[src/rtl/candy_avb_mem_pkg.sv]
// Shared constants for the CANDY AVB on-chip RAM arbiter.
package candy_avb_mem_pkg;
  localparam int DEF_ADDR_W = 10;
  localparam int DEF_DATA_W = 32;
  localparam int PORT_CPU   = 0;
  localparam int PORT_DMA   = 1;
  localparam int NUM_PORTS  = 2;
  localparam int CNT_W      = 4;
endpackage

[src/rtl/candy_avb_onchip_mem_arbiter_if.sv]
// One Avalon-MM master command/response bundle.
interface candy_avb_onchip_mem_arbiter_if #(
  parameter int ADDR_W = 10,
  parameter int DATA_W = 32
) ();
  logic [ADDR_W-1:0]   address;
  logic [DATA_W/8-1:0] byteenable;
  logic                read;
  logic                write;
  logic [DATA_W-1:0]   writedata;
  logic                waitrequest;
  logic [DATA_W-1:0]   readdata;
  logic                readdatavalid;

  modport master (
    output address, byteenable, read, write, writedata,
    input  waitrequest, readdata, readdatavalid
  );

  modport slave (
    input  address, byteenable, read, write, writedata,
    output waitrequest, readdata, readdatavalid
  );
endinterface

[src/rtl/candy_avb_wrr2_grant.sv]
// Two-requester weighted round-robin: port 1 may win up to W1 times in a
// row against a competing port 0, then port 0 gets one grant.
module candy_avb_wrr2_grant
  import candy_avb_mem_pkg::*;
#(
  parameter int W1 = 4
) (
  input  logic                 clk,
  input  logic                 reset_n,
  input  logic [NUM_PORTS-1:0] req,
  output logic [NUM_PORTS-1:0] gnt
);
  localparam logic [CNT_W-1:0] W1_C = CNT_W'(W1);

  logic [CNT_W-1:0] cnt_q, cnt_d;

  // Grant decision; held off entirely while reset is asserted so every
  // master sees waitrequest immediately.
  always_comb begin
    gnt = '0;
    if (reset_n) begin
      if (&req) begin
        gnt[PORT_DMA] = (cnt_q < W1_C);
        gnt[PORT_CPU] = !(cnt_q < W1_C);
      end else begin
        gnt = req;
      end
    end
  end

  // Weight counter: cleared by a CPU win, saturating count of DMA wins.
  always_comb begin
    cnt_d = cnt_q;
    if (gnt[PORT_CPU])                       cnt_d = '0;
    else if (gnt[PORT_DMA] && cnt_q < W1_C)  cnt_d = cnt_q + 1'b1;
  end

  // Counter register.
  always_ff @(posedge clk or negedge reset_n) begin
    if (!reset_n) cnt_q <= '0;
    else          cnt_q <= cnt_d;
  end
endmodule

[src/rtl/candy_avb_onchip_mem_arbiter.sv]
// Shares the single-port on-chip RAM between the Nios II data master (m0)
// and the AVB audio DMA master (m1). Commands are muxed combinationally;
// the 1-cycle read return is steered by a registered owner bit.
module candy_avb_onchip_mem_arbiter
  import candy_avb_mem_pkg::*;
#(
  parameter int ADDR_W = DEF_ADDR_W,
  parameter int DATA_W = DEF_DATA_W,
  parameter int W1     = 4
) (
  input  logic                clk,
  input  logic                reset_n,
  candy_avb_onchip_mem_arbiter_if.slave m0,
  candy_avb_onchip_mem_arbiter_if.slave m1,
  output logic [ADDR_W-1:0]   mem_address,
  output logic [DATA_W/8-1:0] mem_byteenable,
  output logic                mem_chipselect,
  output logic                mem_write,
  output logic [DATA_W-1:0]   mem_writedata,
  output logic                mem_clken,
  input  logic [DATA_W-1:0]   mem_readdata
);
  logic [NUM_PORTS-1:0] req, gnt;
  logic                 rd_fire;
  logic                 rd_pend_q, rd_pend_d;
  logic                 rd_owner_q, rd_owner_d;

  assign req[PORT_CPU] = m0.read | m0.write;
  assign req[PORT_DMA] = m1.read | m1.write;

  candy_avb_wrr2_grant #(.W1(W1)) u_grant (
    .clk     (clk),
    .reset_n (reset_n),
    .req     (req),
    .gnt     (gnt)
  );

  // Command mux; with no grant the CPU port values pass through with the
  // strobes low so the RAM pins stay deterministic.
  always_comb begin
    mem_chipselect = |gnt;
    mem_address    = m0.address;
    mem_byteenable = m0.byteenable;
    mem_writedata  = m0.writedata;
    mem_write      = gnt[PORT_CPU] & m0.write;
    if (gnt[PORT_DMA]) begin
      mem_address    = m1.address;
      mem_byteenable = m1.byteenable;
      mem_writedata  = m1.writedata;
      mem_write      = m1.write;
    end
  end

  assign mem_clken      = 1'b1;
  assign m0.waitrequest = ~gnt[PORT_CPU];
  assign m1.waitrequest = ~gnt[PORT_DMA];

  // A read is a granted read strobe without write (read+write is a write).
  always_comb begin
    rd_fire    = (gnt[PORT_CPU] & m0.read & ~m0.write) |
                 (gnt[PORT_DMA] & m1.read & ~m1.write);
    rd_pend_d  = rd_fire;
    rd_owner_d = rd_fire ? gnt[PORT_DMA] : rd_owner_q;
  end

  // Read-owner pipeline; async clear drops any in-flight return at reset.
  always_ff @(posedge clk or negedge reset_n) begin
    if (!reset_n) begin
      rd_pend_q  <= 1'b0;
      rd_owner_q <= 1'b0;
    end else begin
      rd_pend_q  <= rd_pend_d;
      rd_owner_q <= rd_owner_d;
    end
  end

  assign m0.readdata      = mem_readdata;
  assign m1.readdata      = mem_readdata;
  assign m0.readdatavalid = rd_pend_q & ~rd_owner_q;
  assign m1.readdatavalid = rd_pend_q &  rd_owner_q;
endmodule

[src/flat_wrapper.sv]
// flat-port wrapper written by rule: the top's interface ports become plain ports
module candy_avb_onchip_mem_arbiter_flat import candy_avb_mem_pkg::*;
#(
  parameter int ADDR_W = DEF_ADDR_W,
  parameter int DATA_W = DEF_DATA_W,
  parameter int W1     = 4
)
  (clk, reset_n, mem_address, mem_byteenable, mem_chipselect, mem_write, mem_writedata, mem_clken, mem_readdata, m0_address, m0_byteenable, m0_read, m0_write, m0_writedata, m0_waitrequest, m0_readdata, m0_readdatavalid, m1_address, m1_byteenable, m1_read, m1_write, m1_writedata, m1_waitrequest, m1_readdata, m1_readdatavalid);
  candy_avb_onchip_mem_arbiter_if #(.ADDR_W(ADDR_W), .DATA_W(DATA_W)) m0_i ();
  candy_avb_onchip_mem_arbiter_if #(.ADDR_W(ADDR_W), .DATA_W(DATA_W)) m1_i ();
  input  logic clk;
  input  logic reset_n;
  output logic [ADDR_W-1:0] mem_address;
  output logic [DATA_W/8-1:0] mem_byteenable;
  output logic mem_chipselect;
  output logic mem_write;
  output logic [DATA_W-1:0] mem_writedata;
  output logic mem_clken;
  input  logic [DATA_W-1:0] mem_readdata;
  input wire logic [$bits(m0_i.address)-1:0] m0_address;
  input wire logic [$bits(m0_i.byteenable)-1:0] m0_byteenable;
  input wire logic [$bits(m0_i.read)-1:0] m0_read;
  input wire logic [$bits(m0_i.write)-1:0] m0_write;
  input wire logic [$bits(m0_i.writedata)-1:0] m0_writedata;
  output wire logic [$bits(m0_i.waitrequest)-1:0] m0_waitrequest;
  output wire logic [$bits(m0_i.readdata)-1:0] m0_readdata;
  output wire logic [$bits(m0_i.readdatavalid)-1:0] m0_readdatavalid;
  input wire logic [$bits(m1_i.address)-1:0] m1_address;
  input wire logic [$bits(m1_i.byteenable)-1:0] m1_byteenable;
  input wire logic [$bits(m1_i.read)-1:0] m1_read;
  input wire logic [$bits(m1_i.write)-1:0] m1_write;
  input wire logic [$bits(m1_i.writedata)-1:0] m1_writedata;
  output wire logic [$bits(m1_i.waitrequest)-1:0] m1_waitrequest;
  output wire logic [$bits(m1_i.readdata)-1:0] m1_readdata;
  output wire logic [$bits(m1_i.readdatavalid)-1:0] m1_readdatavalid;
  assign m0_i.address = m0_address;
  assign m0_i.byteenable = m0_byteenable;
  assign m0_i.read = m0_read;
  assign m0_i.write = m0_write;
  assign m0_i.writedata = m0_writedata;
  assign m0_waitrequest = m0_i.waitrequest;
  assign m0_readdata = m0_i.readdata;
  assign m0_readdatavalid = m0_i.readdatavalid;
  assign m1_i.address = m1_address;
  assign m1_i.byteenable = m1_byteenable;
  assign m1_i.read = m1_read;
  assign m1_i.write = m1_write;
  assign m1_i.writedata = m1_writedata;
  assign m1_waitrequest = m1_i.waitrequest;
  assign m1_readdata = m1_i.readdata;
  assign m1_readdatavalid = m1_i.readdatavalid;
  candy_avb_onchip_mem_arbiter #(.ADDR_W(ADDR_W), .DATA_W(DATA_W), .W1(W1)) u_core (.clk(clk), .reset_n(reset_n), .m0(m0_i), .m1(m1_i), .mem_address(mem_address), .mem_byteenable(mem_byteenable), .mem_chipselect(mem_chipselect), .mem_write(mem_write), .mem_writedata(mem_writedata), .mem_clken(mem_clken), .mem_readdata(mem_readdata));
endmodule
[config.mk]
export PLATFORM = sky130hd
export DESIGN_NAME = candy_avb_onchip_mem_arbiter_flat
export DESIGN_NICKNAME = d
export VERILOG_FILES = /design/src/rtl/candy_avb_mem_pkg.sv /design/src/rtl/candy_avb_onchip_mem_arbiter_if.sv /design/src/rtl/candy_avb_wrr2_grant.sv /design/src/rtl/candy_avb_onchip_mem_arbiter.sv /design/src/flat_wrapper.sv
export SDC_FILE = /design/constraint.sdc
export NUM_CORES = 1
export LEC_CHECK = 0
export ABC_AREA = 1
export CORE_AREA = 2 2 95 97
export CTS_BUF_LIST = sky130_fd_sc_hd__clkbuf_16
export CTS_CLUSTER_DIAMETER = 30
export DETAILED_ROUTE_END_ITERATION = 16
export DIE_AREA = 0 0 97 99
export HOLD_SLACK_MARGIN = 0.1
export PLACE_DENSITY = 0.68
export SLEW_MARGIN = 20
export SYNTH_ARGS = -nofsm -noshare
export SYNTH_HDL_FRONTEND = slang
export SYNTH_HIERARCHICAL = 1
export SYNTH_SLANG_ARGS = --single-unit
[constraint.sdc]
create_clock -name clk -period 3 [get_ports clk]
set_input_delay 0.6 -clock clk [delete_from_list [all_inputs] [get_ports clk]]
set_output_delay 0.6 -clock clk [all_outputs]
set_load 0.01 [all_outputs]
==> results_dict.tcl, run 1 <==
set metrics [dict create \
    status "complete, no violations" \
    fin_crit_sh 0.962 \
    die_h_um 99 \
    cp_data_required_time_ps 2400 \
    final_layout_size_suffix_gt1_frac 0.155 \
    reg2reg_setup_slack_ps 1480 \
    ys_seq_elements 6 \
    hold_path_class "reg -> reg" \
    drt_iter0_drc 23 \
    synth_top_family_by_area "simple AND/OR/NAND/NOR gates" \
    timing.rr.end "u_core/rd_owner_q" \
    stdcell_count 462 \
    cp_max_fo 23 \
    regArea_um2 150 \
    powerDensity_nw_per_um2 383 \
    synth_compound_area_frac 0.0185 \
    netlist_area_um2 1550 \
    rsz0062_at_grt "no" \
    vdd_drop_max_v 0.000176 \
    initial_utilization 0.181 \
    crit_end "mem_writedata[17]" \
    dr.pass1.iters 4 \
    synth-adder-area-share 0.00806 \
    multiInputGateArea_um2 778 \
    core_um2 8550 \
    finalHoldViolations 0 \
    dp.cells 458 \
    ios 247 \
    crit_buf_inv 4 \
    skew_ps 0.822 \
    dieArea_um2 9600 \
    finalWorstSetupSlack_ps 114 \
    insertion_delay_ps 230 \
    dp_hpwl_mm 4.40 \
    reg2reg_from "u_core/u_grant/cnt_q[3]" \
    critPathCaptureType "output port" \
    startpoint_type "input port" \
    avgViaCountPerCell 3.77 \
    grt_overflow_total 0 \
    worstPathArrival_ps 2290 \
    finalSetupViolations 0 \
    synth.area.mux_share 0 \
    crit_start "m0_write" \
    worst_r2r_path_depth 8 \
    gr-usage-all-layers 0.103 \
    routed_wl_mm 5.19 \
    cts_max_level 1 \
    final_nets 487 \
    path_clk_slew_ps 30 \
    ctsHoldBuffers 0 \
    cpMostUsedCell "nand2_1" \
    slew_viol_final 0 \
    critical_path.max_stage_delay_ps 420 \
    synth.avg_cell_area_um2 5.85 \
    detail-route-antenna-nets 0 \
    fmax_mhz 347 \
    leakage_nw 1.43 \
    cp_num_cells 8 \
    port_buffers 149 \
    vias 1744 \
    wire_per_inst_um 11.2 \
    ys_warn_count 6 \
    cts_buffers 3 \
    slowest_stage "clkdlybuf4s50_1" \
    period_needed_ps 2890 \
    cts_root_buf "clkbuf_16" \
    clockBufferDepth 2 \
    gp_congestion 0.742 \
    diodes 0 \
    cap_violations 0 \
    tns_ps 0 \
    cts_tree "built" \
    die_x_um 97 \
    drcViolationCount 0 \
    nFillCells 931 \
    fin_util 0.323 \
    crit_type "in -> out" \
    synth_fp_nets 396 \
    ys_seq_area_frac 0.0968 \
    pre_cts_ws_ps -193 \
    rows 34 \
    syn_to_final_growth_pct 77.7 \
    grt_pass1_vias 1874 \
    grt_start_max_net_pins 28 \
    antenna_found_initial 0 \
    yosysUniqueCellTypes 18 \
    synth-xor-area-share 0 \
    total_power_w 0.00106 \
    grt_pass1_wl_mm 8.29 \
    cp_top_family "buffers and inverters" \
    synth_cells 265 \
    clock_sinks 6 \
    synthSimpleGateAreaFrac 0.465 \
    crit_chain "clkdlybuf4s50_1, or2_2, a21oi_4, inv_2, buf_12, nand2_1, nand2_1, dlygate4sd2_1" \
]
-- metal layers --
metal	wire length [µm]	global-route usage	share of wire	vias up
met5	0	0	0	-
met1	2010	0.114	0.39	723
met3	510	0.0270	0.098	33
li1	-	-	-	900
met2	2430	0.180	0.47	88
met4	242	0.0563	0.047	0
-- how the worst min path moves through the flow --
stage | startpoint | endpoint | slack (ps) | cells past startpoint
global placement | u_core/rd_owner_q | u_core/rd_owner_q | 520 | 2
floorplan | reset_n | u_core/rd_owner_q | 300 | 0
detailed placement | u_core/u_grant/cnt_q[3] | u_core/u_grant/cnt_q[3] | 530 | 2
global route | u_core/u_grant/cnt_q[3] | u_core/u_grant/cnt_q[3] | 560 | 2
finish | u_core/u_grant/cnt_q[3] | u_core/u_grant/cnt_q[3] | 530 | 2
CTS | u_core/u_grant/cnt_q[3] | u_core/u_grant/cnt_q[3] | 530 | 2
-- cell usage in the layout, fill, tap and decap left out, drive strengths merged --
| cell | netlist | layout |
|---|---|---|
| clkdlybuf4s50 | 0 | 100 |
| or2 | 2 | 2 |
| dlymetal6s2s | 0 | 1 |
| conb | 1 | 1 |
| dfrtp | 6 | 6 |
| dlygate4sd2 | 0 | 48 |
| o21ai | 1 | 1 |
| buf | 75 | 12 |
| a21oi | 4 | 4 |
| clkbuf | 0 | 3 |
| nor2 | 6 | 6 |
| nand2 | 151 | 151 |
| inv | 12 | 12 |
| ha | 1 | 1 |
| nand3 | 6 | 6 |
-- stage by stage --
stage	hold WS [ps]	cell area, µm²
6_report	532	2760
5_1_grt	564	2760
4_1_cts	534	2760
3_5_place_dp	528	2730
3_3_place_gp	520	2730
2_1_floorplan	304	1550
-- synth_stat cells --
master   number  share of area
nor2_4        1         0.0073
dfrtp_1       6          0.097
nand2_2      33           0.13
conb_1        1         0.0024
a21oi_1       3         0.0097
a21oi_2       1         0.0056
o21ai_1       1         0.0032
buf_4        65           0.31
nand2_1     118           0.29
nand3_1       6          0.019
buf_12        3          0.039
nor2_1        5          0.012
buf_6         1         0.0073
inv_1        10          0.024
buf_2         6          0.019
or2_2         2         0.0081
ha_1          1         0.0081
inv_2         2         0.0048
-- what timing repair did --
action / CTS / global route
setup buffers: 1 / 0
setup endpoints to repair: 48 / 1
resized for setup: 48 / 1
pin swaps: 1 / 0
hold endpoints to repair: 0 / 0
-- tightest hold or removal path, delay by kind of cell, from the launching register on --
| family | cells | cell delay, ps |
|---|---|---|
| buf+inv | 1 | 60 |
| flops | 1 | 400 |
| simple gates | 1 | 40 |
-- logic make-up (layout without fill, tap and decap cells) --
group                      Yosys count  count (layout)
AOI/OAI and AO/OA                    5               5
DFF                                  6               6
and+or+nand+nor                    165             165
adders and majority gates            1               1
other                                1               1
buffers and inverters               87             176
-- final cells by class --
| type | instances | share of cell area |
|---|---|---|
| multi-input combinational | 172 | 0.282 |
| sequential | 6 | 0.0544 |
| timing repair buffer | 161 | 0.571 |
| inverter | 12 | 0.0163 |
| tap | 108 | 0.0490 |
| clock buffer | 3 | 0.0272 |
-- registers in the layout (all words and copies together) (netlist names) --
name and count:
u_core/rd_owner_q 1, u_core/rd_pend_q 1, u_core/u_grant/cnt_q 4
-- power breakdown --
group / internal, W / leakage, nW / switching [W]
clock: 0.000171 / 0.0370 / 0.0000417
combinational: 0.000370 / 1.31 / 0.000345
sequential: 0.000108 / 0.0775 / 0.0000203
(Power assumes the default switching activity.)
==> run 2, diff against run 1 <==
REMOVE_ABC_BUFFERS = 1   (was default)
clock period = 3.35 ns   (was 3 ns; I/O delays follow)
==> run 2 against run 1 <==
Sequential power shrank 10%; die area is the same; combinational power grew 4.2%; setup slack lost 71 ps; critical path depth is the same; highest routed layer is now met5; critical endpoint is now mem_writedata[10]; sequential share of layout area shrank 0.25 points; register-to-register slack gained 340 ps; clock skew is essentially flat; critical path type unchanged; largest power group unchanged.
==> results_dict.tcl, run 2 (synthesis gave the netlist of run 1 again) <==
set metrics [dict create \
    fmax_mhz 302 \
    cap_violations 0 \
    ctsHoldBuffers 0 \
    busiest_layer "met2" \
    insertion_delay_ps 220 \
    startpoint_type "input port" \
    critPathCaptureType "output port" \
    final_common_cell "clkdlybuf4s50_1" \
    finalHoldViolations 0 \
    crit_type "in -> out" \
    core_um2 8550 \
    layout_common_cells "clkdlybuf4s50_1, nand2_1, nand2_2" \
    avgViaCountPerCell 4.05 \
    reg2reg_setup_slack_ps 1820 \
    die_x_um 97 \
    path_clk_slew_ps 30 \
    finalSetupViolations 0 \
    timing.rr.end "u_core/rd_owner_q" \
    gp_congestion 0.801 \
    vias 1888 \
    drt_iter0_drc 65 \
    whs_ps 533 \
    grt_pass1_wl_mm 10.7 \
    fin_crit_sh 0.987 \
    final_layout_size_suffix_gt1_frac 0.168 \
    period_needed_ps 3310 \
    initial_utilization 0.181 \
    crit_end "mem_writedata[10]" \
    nFillCells 906 \
    hold_path_class "reg -> reg" \
    gr-usage-met1 0.166 \
    worstPathArrival_ps 2640 \
    skew_ps 0.337 \
    clockBufferDepth 2 \
    gr-usage-all-layers 0.145 \
    cts_root_buf "clkbuf_16" \
    powerDensity_nw_per_um2 363 \
    reg_top3 "u_core/u_grant/cnt_q: 4 flops, u_core/rd_owner_q: 1 flops, u_core/rd_pend_q: 1 flops" \
    finalWorstSetupSlack_ps 43.6 \
    grt_pass1_vias 1827 \
    rows 34 \
    cts_tree "built" \
    leakage_nw 1.45 \
    clock_sinks 6 \
    dieArea_um2 9600 \
    largest_reg_flops 4 \
    diodes 0 \
    grt.met2_usage 0.194 \
    cts_buffers 3 \
    vdd_drop_max_v 0.000150 \
    grt_start_max_net_pins 43 \
    grt_overflow_total 0 \
    reg2reg_from "u_core/u_grant/cnt_q[3]" \
    largest_register "u_core/u_grant/cnt_q" \
    detail-route-antenna-nets 0 \
    wire_per_inst_um 16.8 \
    cp_data_required_time_ps 2680 \
    tns_ps 0 \
    port_buffers 149 \
    post_dp_cell_area_um2 2710 \
    ios 247 \
    final_nets 491 \
    slew_viol_final 0 \
    grt_use_met3 0.131 \
    pre_cts_ws_ps -5.65 \
    final_cell_area_um2 2890 \
    syn_to_final_growth_pct 86.2 \
    dp_hpwl_mm 6.23 \
    die_h_um 99 \
    rsz0062_at_grt "yes" \
    worst_r2r_path_depth 9 \
    drcViolationCount 0 \
    antenna_found_initial 0 \
    status "complete, no violations" \
    routed_wl_mm 7.84 \
    crit_start "m0_write" \
    cp_max_fo 10 \
    dr.pass1.iters 4 \
    fin_util 0.338 \
    cts_max_level 1 \
]
[run 2: layout make-up]
cell class | instances | area, µm² | area share
Timing Repair Buffer | 165 | 1700 | 0.589
Clock buffer | 3 | 75.1 | 0.0260
Inverter | 12 | 47.5 | 0.0165
Sequential cell | 6 | 150 | 0.0520
Tap cell | 108 | 135 | 0.0468
Multi-Input combinational cell | 172 | 781 | 0.270
[run 2: metal layers]
layer / wire, µm / vias to the layer above
met5: 66 / -
met4: 27 / 2
met3: 1260 / 4
met2: 3250 / 151
li1: - / 908
met1: 3230 / 823
[run 2: worst min path at each step]
stage	start	end	slack, ps	depth (start not counted)
floorplan	reset_n	u_core/rd_owner_q	370	0
global placement	u_core/u_grant/cnt_q[3]	u_core/u_grant/cnt_q[3]	520	2
detailed placement	u_core/u_grant/cnt_q[3]	u_core/u_grant/cnt_q[3]	530	2
CTS	u_core/u_grant/cnt_q[3]	u_core/u_grant/cnt_q[3]	540	2
global route	u_core/u_grant/cnt_q[3]	u_core/u_grant/cnt_q[3]	550	2
finish	u_core/rd_owner_q	u_core/rd_owner_q	530	2
[run 2: where the power goes]
part           switching [W]  leakage (nW)  total, W  internal, W
Clock              0.0000361        0.0370  0.000189     0.000153
Combinational       0.000326          1.34  0.000745     0.000419
Sequential         0.0000178        0.0775  0.000115    0.0000968
[run 2: what timing repair did]
action | in CTS | in global routing
resized for setup | 1 | 11
setup endpoints to repair | 5 | 35
pin swaps | 1 | 0
buffers inserted | 0 | 4
gates cloned | 0 | 3
[run 2: through the flow]
step | power (W) | instances
6_report | 0.00105 | 466
5_1_grt | 0.00113 | 466
4_1_cts | 0.00103 | 459
3_5_place_dp | 0.000828 | 456
3_3_place_gp | 0.000818 | 456
2_1_floorplan | 0.000409 | 190
[run 2: worst max-delay path, stage by stage]
cell and delay (ps):
clkdlybuf4s50_1 420, or2_2 340, a21oi_4 190, buf_4 190, buf_8 170, nand2_2 50
nand2_1 60, clkdlybuf4s50_1 530
